**src/rtl/fetch_queue.sv**
```systemverilog
// Instruction prefetch queue: fetches ahead from its own PC and buffers up to DEPTH {pc, ir}
// pairs. A redirect flushes the queue and restarts fetch. At most one icache request is outstanding.
module fetch_queue #(
  parameter int unsigned     XLEN     = 32,
  parameter int unsigned     DEPTH    = 4,
  parameter logic [XLEN-1:0] RESET_PC = '0,
  parameter int unsigned     CW       = $clog2(DEPTH + 1)
) (
  input  logic            clk,
  input  logic            rst_n,
  input  logic            redirect_valid,
  input  logic [XLEN-1:0] redirect_pc,
  output logic            icache_valid,
  output logic [XLEN-1:0] icache_addr,
  input  logic            icache_ready,
  input  logic [XLEN-1:0] icache_rdata,
  output logic            deq_valid,
  input  logic            deq_ready,
  output logic [XLEN-1:0] deq_ir,
  output logic [XLEN-1:0] deq_pc,
  output logic [CW-1:0]   count,
  output logic [1:0]      dbg_state_o
);

  localparam int unsigned     PW      = $clog2(DEPTH);
  localparam logic [CW-1:0]   DEPTH_C = CW'(DEPTH);
  localparam logic [XLEN-1:0] STEP    = XLEN'(4);

  localparam logic [1:0] S_IDLE  = 2'd0;
  localparam logic [1:0] S_REQ   = 2'd1;
  localparam logic [1:0] S_DRAIN = 2'd2;

  logic [1:0]      state_q, state_d;
  logic [XLEN-1:0] fetch_pc_q, fetch_pc_d;
  logic [XLEN-1:0] req_pc_q, req_pc_d;
  logic [PW-1:0]   head_q, head_d, tail_q, tail_d;
  logic [CW-1:0]   count_q, count_d;
  logic [XLEN-1:0] pc_mem_q [DEPTH];
  logic [XLEN-1:0] ir_mem_q [DEPTH];
  logic [XLEN-1:0] redir_pc;
  logic            push, pop, has_room;

  // Handshakes: a request completes on icache_valid & icache_ready; an entry leaves on
  // deq_valid & deq_ready. Both take effect at the clock edge closing that cycle.
  assign redir_pc = redirect_pc & ~XLEN'(3);
  assign pop      = (count_q != '0) && deq_ready;
  assign push     = (state_q == S_REQ) && icache_ready && !redirect_valid;

  always_comb begin
    count_d = count_q;
    head_d  = head_q;
    tail_d  = tail_q;
    if (redirect_valid) begin
      count_d = '0;
      head_d  = '0;
      tail_d  = '0;
    end else begin
      if (push) tail_d = tail_q + PW'(1);
      if (pop)  head_d = head_q + PW'(1);
      case ({push, pop})
        2'b10:   count_d = count_q + CW'(1);
        2'b01:   count_d = count_q - CW'(1);
        default: count_d = count_q;
      endcase
    end
  end

  // A request is only launched when a slot is already free, so completions never overflow.
  assign has_room = count_d < DEPTH_C;

  always_comb begin
    state_d    = state_q;
    fetch_pc_d = fetch_pc_q;
    req_pc_d   = req_pc_q;
    if (redirect_valid) fetch_pc_d = redir_pc;
    case (state_q)
      S_IDLE: begin
        if (redirect_valid || has_room) begin
          state_d  = S_REQ;
          req_pc_d = fetch_pc_d;
        end
      end
      S_REQ: begin
        if (redirect_valid) begin
          if (icache_ready) begin
            state_d  = S_REQ;
            req_pc_d = redir_pc;
          end else begin
            state_d = S_DRAIN;
          end
        end else if (icache_ready) begin
          fetch_pc_d = req_pc_q + STEP;
          if (has_room) begin
            state_d  = S_REQ;
            req_pc_d = req_pc_q + STEP;
          end else begin
            state_d = S_IDLE;
          end
        end
      end
      S_DRAIN: begin
        // The abandoned response is dropped; the latest redirect target is requested next.
        if (icache_ready) begin
          state_d  = S_REQ;
          req_pc_d = fetch_pc_d;
        end
      end
      default: state_d = S_IDLE;
    endcase
  end

  always_ff @(posedge clk) begin
    if (!rst_n) begin
      state_q    <= S_IDLE;
      fetch_pc_q <= RESET_PC;
      req_pc_q   <= RESET_PC;
      head_q     <= '0;
      tail_q     <= '0;
      count_q    <= '0;
    end else begin
      state_q    <= state_d;
      fetch_pc_q <= fetch_pc_d;
      req_pc_q   <= req_pc_d;
      head_q     <= head_d;
      tail_q     <= tail_d;
      count_q    <= count_d;
    end
  end

  always_ff @(posedge clk) begin
    if (push) begin
      pc_mem_q[tail_q] <= req_pc_q;
      ir_mem_q[tail_q] <= icache_rdata;
    end
  end

  assign icache_valid = (state_q != S_IDLE);
  assign icache_addr  = req_pc_q;
  assign deq_valid    = (count_q != '0);
  assign deq_pc       = pc_mem_q[head_q];
  assign deq_ir       = ir_mem_q[head_q];
  assign count        = count_q;
  assign dbg_state_o  = state_q;

endmodule

```
**config.mk**
```make
export PLATFORM = sky130hd
export DESIGN_NAME = fetch_queue
export DESIGN_NICKNAME = d
export VERILOG_FILES = /design/src/rtl/fetch_queue.sv
export SDC_FILE = /design/constraint.sdc
export NUM_CORES = 1
export LEC_CHECK = 0
export CORE_AREA = 2 2 178 180
export CTS_BUF_LIST = sky130_fd_sc_hd__clkbuf_16
export DETAILED_ROUTE_END_ITERATION = 16
export DIE_AREA = 0 0 180 182
export HOLD_SLACK_MARGIN = 0.08
export PLACE_DENSITY = 0.66
export SYNTH_ARGS = -nofsm -noshare
export SYNTH_HDL_FRONTEND = slang
export SYNTH_SLANG_ARGS = --single-unit
```
**constraint.sdc**
```tcl
create_clock -name clk -period 5.7 [get_ports clk]
set_input_delay 0.855 -clock clk [delete_from_list [all_inputs] [get_ports clk]]
set_output_delay 0.855 -clock clk [all_outputs]
set_load 0.05 [all_outputs]
```
### Word level (Yosys, flattened, before mapping)

Memory sizes are Yosys's and may differ from the RTL's. A register that Yosys moved wholly into a read port is not among the register bits.
Index checks and enable logic that the tools add are counted.

| storage, ports and cells | value |
|---|---|
| latch bits | 0 |
| input bits | 69 |
| output and inout port bits | 103 |
| memory bits (read-only) | 0 |
| logic and storage cells | 62 |
| memory bits (writable) | 256 |
| register bits after elaboration | 73 |
| memories | 2 |

Memory list:

| memory | depth | width | rd ports | clocked after memory_dff | write ports | line | text |
|---|---|---|---|---|---|---|---|
| ir_mem_q | 4 | 32 | 1 | 1 | 1 | 39 | `logic [XLEN-1:0] ir_mem_q [DEPTH];` |
| pc_mem_q | 4 | 32 | 1 | 1 | 1 | 38 | `logic [XLEN-1:0] pc_mem_q [DEPTH];` |

| cells by class | value |
|---|---|
| bitwise operators | 1 |
| muxes and demuxes | 26 |
| multipliers | 0 |
| $lt $le $gt $ge | 1 |
| shifts and indexed selects | 0 |
| $add $sub $neg | 5 |
| reduce and logical (&&, ||, !) cells | 12 |
| divide/modulo/power cells | 0 |
| eq/ne operators | 9 |

Operator list:

| operator | count |
|---|---|
| $mux 32 | 10 |
| $pmux 32 s3 | 1 |
| $add 32x3->32 const B | 1 |
| $mux 2 | 9 |
| $ne 2x2->1 const B | 3 |
| $ne 3x3->1 const B | 2 |
| $pmux 2 s3 | 1 |
| $pmux 3 s2 | 1 |
| $reduce_bool 3->1 | 2 |
| $reduce_and 5->1 | 1 |
| $add 2x1->2 const B | 2 |
| $eq 2x1->1 const B | 2 |
| $eq 2x2->1 const B | 2 |
| $add 3x1->3 const B | 1 |
| $logic_and 1x1->1 | 3 |
| $lt 3x3->1 const B | 1 |
| $mux 1 | 3 |
| $mux 3 | 1 |
| $reduce_and 3->1 | 1 |
| $sub 3x1->3 const B | 1 |
| $logic_not 2->1 | 1 |
| $reduce_bool 2->1 | 1 |
| $reduce_or 2->1 | 1 |
| $logic_not 1->1 | 1 |
| other kinds (2) | 2 |

### Logic depth before layout (Yosys ltp)

| logic depth | value |
|---|---|
| word-level depth | 11 |
| mapped depth | 13 |
| mapped depth without buffers | 10 |

### Worst setup path before layout

Ideal clock, no wire load.

| path | value |
|---|---|
| kind | in2reg |
| from | input port icache_ready |
| to | register req_pc_q[2] (netlist: icache_addr[2]) |
| cell stages on the path | 13 |
| path buffers | 3 |
| setup time | 70 ps |
| slack | 1903 ps |
| data arrival time | 3727 ps |
| cell sequence | clkbuf_1 -> nand3b_1 -> nor2_1 -> inv_1 -> ha_1 -> fa_1 -> xor2_1 -> nand2_1 -> o211ai_1 -> buf_2 -> clkbuf_1 -> o211ai_1 -> a21oi_1 |

| between the ends | value |
|---|---|
| cells in the longest elaborated chain, start to end | 9 |
| elaborated cells between the ends (all ways) | 13 |

RTL lines:

| item | line | text |
|---|---|---|
| start: declaration | 15 | `input logic icache_ready,` |
| $logic_and 1x1->1 (2 in series) | 47 | `assign push = (state_q == S_REQ) && icache_ready && !redirect_valid;` |
| $eq 2x1->1 / $eq 2x2->1 (equally long branches) | 60 | `case ({push, pop})` |
| $pmux 3 s2 | 60 |  |
| $mux 3 | 53 | `if (redirect_valid) begin` |
| $lt 3x3->1 | 69 | `assign has_room = count_d < DEPTH_C;` |
| $logic_or 1x1->1 | 78 | `if (redirect_valid \|\| has_room) begin` |
| $ne 2x2->1 (no line) | -- |  |
| $reduce_and 5->1 (no line) * | -- |  |
| end signal: assignment | 123 | `req_pc_q <= req_pc_d;` |
| end: declaration | 35 | `logic [XLEN-1:0] req_pc_q, req_pc_d;` |

Mark *: on every way between the ends. The rest lies on a longest branch, timed or not.
A chain may end at the register's enable or synchronous reset.

### Worst setup path in the final report

| path | value |
|---|---|
| from | input port icache_ready |
| to | register req_pc_q[11] (netlist: icache_addr[11]) |

Same word-level chain as after synthesis.

==> results.sh <==
export IMPL_post_place_ws_ps=1180
export IMPL_fin_area_mm2=0.0170
export IMPL_multiInputGateArea_mm2=0.00423
export IMPL_cp_arrival_ps=4470
export IMPL_cp_max_fo=20
export IMPL_cts_tree="done"
export IMPL_wirelength_mm=31.3
export IMPL_yosys_area_top_type_share_pct=56.0
export IMPL_nets=1126
export IMPL_p_total_mw=5.59
export IMPL_fillerInstances=2536
export IMPL_path_depth=13
export IMPL_yosys_warnings=0
export IMPL_rr_worst_depth=12
export IMPL_grt_pass1_wl_mm=48.8
export IMPL_cts_resized_gates=0
export IMPL_cap_violations=0
export IMPL_worst_pin_slew_ps=1120
export IMPL_hold_viol_final=0
export IMPL_power_frac_clock_pct=42.5
export IMPL_clkTransAtPathRegs_ps=60
export IMPL_synth_edf_count=256
export IMPL_synth_distinct_cells=65
export IMPL_fin_crit_ps=4050
export IMPL_status="completed"
export IMPL_cp_end_kind="flop"
export IMPL_power_per_cell_area_mw_per_mm2=329
export IMPL_path_class="in2reg"
export IMPL_rsz0062_at_grt="no"
export IMPL_rows=65
export IMPL_p_sw_mw=1.29
export IMPL_switching_share_pct=23.1
export IMPL_synth_area_leaders="edfxtp_1 (56%), dfxtp_1 (11%), mux4_2 (11%)"
export IMPL_placed_area_mm2=0.0158
export IMPL_netlist_instances=891
export IMPL_antenna_found_initial=2
export IMPL_synth_area_leader_cell="edfxtp_1"
export IMPL_hpwl_mm=18.5
export IMPL_area_growth_pct=23.8
export IMPL_leakage_nw=5.52
export IMPL_worstHoldPathCells=2
export IMPL_pin_count=172
export IMPL_fmax_mhz=247
export IMPL_synth_ff_type="edfxtp_1"
export IMPL_vias_per_cell=5.65
export IMPL_avgSynthCellArea_um2=15.4
export IMPL_cp_required_ps=6110
export IMPL_finalSetupViolCount=0
export IMPL_remaining_drc_errors=0
export IMPL_vias=8355
export IMPL_wire_per_inst_um=21.2
export IMPL_internal_power_mw=4.30
export IMPL_grt_pass1_vias=8421
export IMPL_core_area_mm2=0.0310
export IMPL_max_slew_margin_pct=25.1
export IMPL_cts_buffers=36
export IMPL_seqPwrFrac_pct=49.0
export IMPL_hp_class="reg2reg"
export IMPL_post_route_period_util_pct=71.1
export IMPL_ys_seq_area_share_pct=67.0
export IMPL_postCtsSetupRepairBufs=0
export IMPL_skew_ps=12.2
export IMPL_port_buffer_count=169
export IMPL_firstDrtPassIters=5
export IMPL_slowest_stage="clkdlybuf4s50_1"
export IMPL_synth_most_common_cell="edfxtp_1"
export IMPL_slowest_delay_ps=680
export IMPL_initialDrtViolationCount=627
export IMPL_cts_sinks=331
export IMPL_drive_gt1_share_pct=15.7
export IMPL_synth_seq_cells=331
export IMPL_ant_nets=0
export IMPL_root_buffer="clkbuf_16"
export IMPL_worstSkewPairLatency_ps=510
export IMPL_use_met1_pct=26.3
export IMPL_tns_ps=0
export IMPL_netlist_area_mm2=0.0137
export IMPL_cp_start_kind="primary input"
export IMPL_p_comb_share_pct=8.6
export IMPL_cts_hold_buf=0
export IMPL_grt_util_met3_pct=3.79
export IMPL_synth_fp_nets=967
export IMPL_clk_path_buf_depth=3
export IMPL_ys_async_sr_fraction_pct=0
export IMPL_grt_max_degree=65
export IMPL_grt_busiest_layer="met2"
export IMPL_dieArea_mm2=0.0328
export IMPL_path_delay_family="buffers and inverters"
export IMPL_path_cells="clkdlybuf4s50_1 -> nand3b_1 -> buf_4 -> nor2_2 -> inv_1 -> ha_1 -> fa_1 -> xor2_1 -> nand2_1 -> o211ai_1 -> buf_4 -> nand2_1 -> o32ai_1"
export IMPL_start_util_pct=44.3
export IMPL_gp_congestion=0.810
export IMPL_seq_area_mm2=0.00920
export IMPL_reg2reg_slack_ps=2150
export IMPL_cp_num_buf_inv=4
export IMPL_overflow=0
export IMPL_ir_worst_vdd_v=0.000219
export IMPL_die_y_um=182
export IMPL_cts_max_level=2
export IMPL_drv_slew=0
export IMPL_met2_usage_pct=30.8
export IMPL_track_usage_pct=19.1
export IMPL_layout_setup_ws_ps=1650
export IMPL_synth_common_cells="edfxtp_1 (256), dfxtp_1 (75), mux4_2 (64), nand2_1 (63), a21oi_1 (48)"
export IMPL_die_x_um=180
-- cells by family after synthesis --
group	share of synthesized area, %
xor gates and xnor gates	2.11
buffers and inverters	2.39
DFF	67.0
muxes	12.1
adders and majority gates	0.693
AOI/OAI and AO/OA	8.25
and+or+nand+nor	7.50
-- power groups by stage --
stage | combinational (mW) | sequential (mW) | clock [mW]
2_1_floorplan | 0.246 | 2.82 | 0
3_3_place_gp | 0.473 | 2.78 | 0
3_5_place_dp | 0.478 | 2.79 | 0
4_1_cts | 0.481 | 2.74 | 2.44
5_1_grt | 0.510 | 2.75 | 2.52
6_report | 0.479 | 2.74 | 2.37
-- state kept, by name, indices dropped and copies added (netlist names), named ones only --
name and flops:
tail_q 2, dbg_state_o 2, head_q 2, pc_mem_q 128
ir_mem_q 128, icache_addr 32, count 3, fetch_pc_q 32
-- layout by cell type, fill, tap and decap left out, drive strengths merged, types with 23 or more instances in the layout --
cell type / instances
dfxtp: 75
clkdlybuf4s50: 168
mux4: 64
nand2: 63
xor2: 23
o21ai: 32
nand3: 25
a21oi: 49
clkbuf: 37
edfxtp: 256
nor2: 41
-- through the flow --
step | utilization, % | hold WS (ps) | cells
floorplan | - | 437 | 891
global placement | 50.9 | 455 | 1414
detailed placement | 50.9 | 459 | 1414
CTS | 54.8 | 468 | 1478
global route | 54.8 | 495 | 1478
finish | 54.8 | 464 | 1479
-- area by class of cell --
class / instances / share of cell area, %
diodes: 1 / 0.0147
flip-flops and latches: 331 / 54.1
inverters: 10 / 0.221
clock inverters: 27 / 1.72
well taps: 402 / 2.96
repair buffers: 182 / 10.6
clock buffers: 37 / 5.45
multi-input cells: 489 / 24.9
-- per-layer routing --
| layer | up-vias | wire length, um | share of wire (%) |
|---|---|---|---|
| met5 | - | 13 | 0.042 |
| met3 | 46 | 2010 | 6.4 |
| met1 | 4143 | 13700 | 44 |
| met4 | 2 | 587 | 1.9 |
| li1 | 3845 | - | - |
| met2 | 319 | 15000 | 48 |
-- worst register-to-register path, cell delays in order, from the launching register on --
cell      delay, ps
dfxtp_1         530
nand3b_1        120
buf_4           190
nor2_2          100
inv_1           130
ha_1            290
fa_1            440
xor2_1          220
nand2_1         190
o211ai_1        210
buf_4           280
nand2_1         380
o32ai_1         380
-- worst paths after layout --
check                                                 start                            to
worst min register to register     fetch_pc_q[1]$_SDFF_PN0_      fetch_pc_q[1]$_SDFF_PN0_
worst max-delay path                           icache_ready  icache_addr[11]$_SDFFE_PN0P_
worst min-delay path               fetch_pc_q[1]$_SDFF_PN0_      fetch_pc_q[1]$_SDFF_PN0_
worst max register to register  dbg_state_o[0]$_SDFFE_PN0P_  icache_addr[11]$_SDFFE_PN0P_
Power figures use the tool's default switching activity.
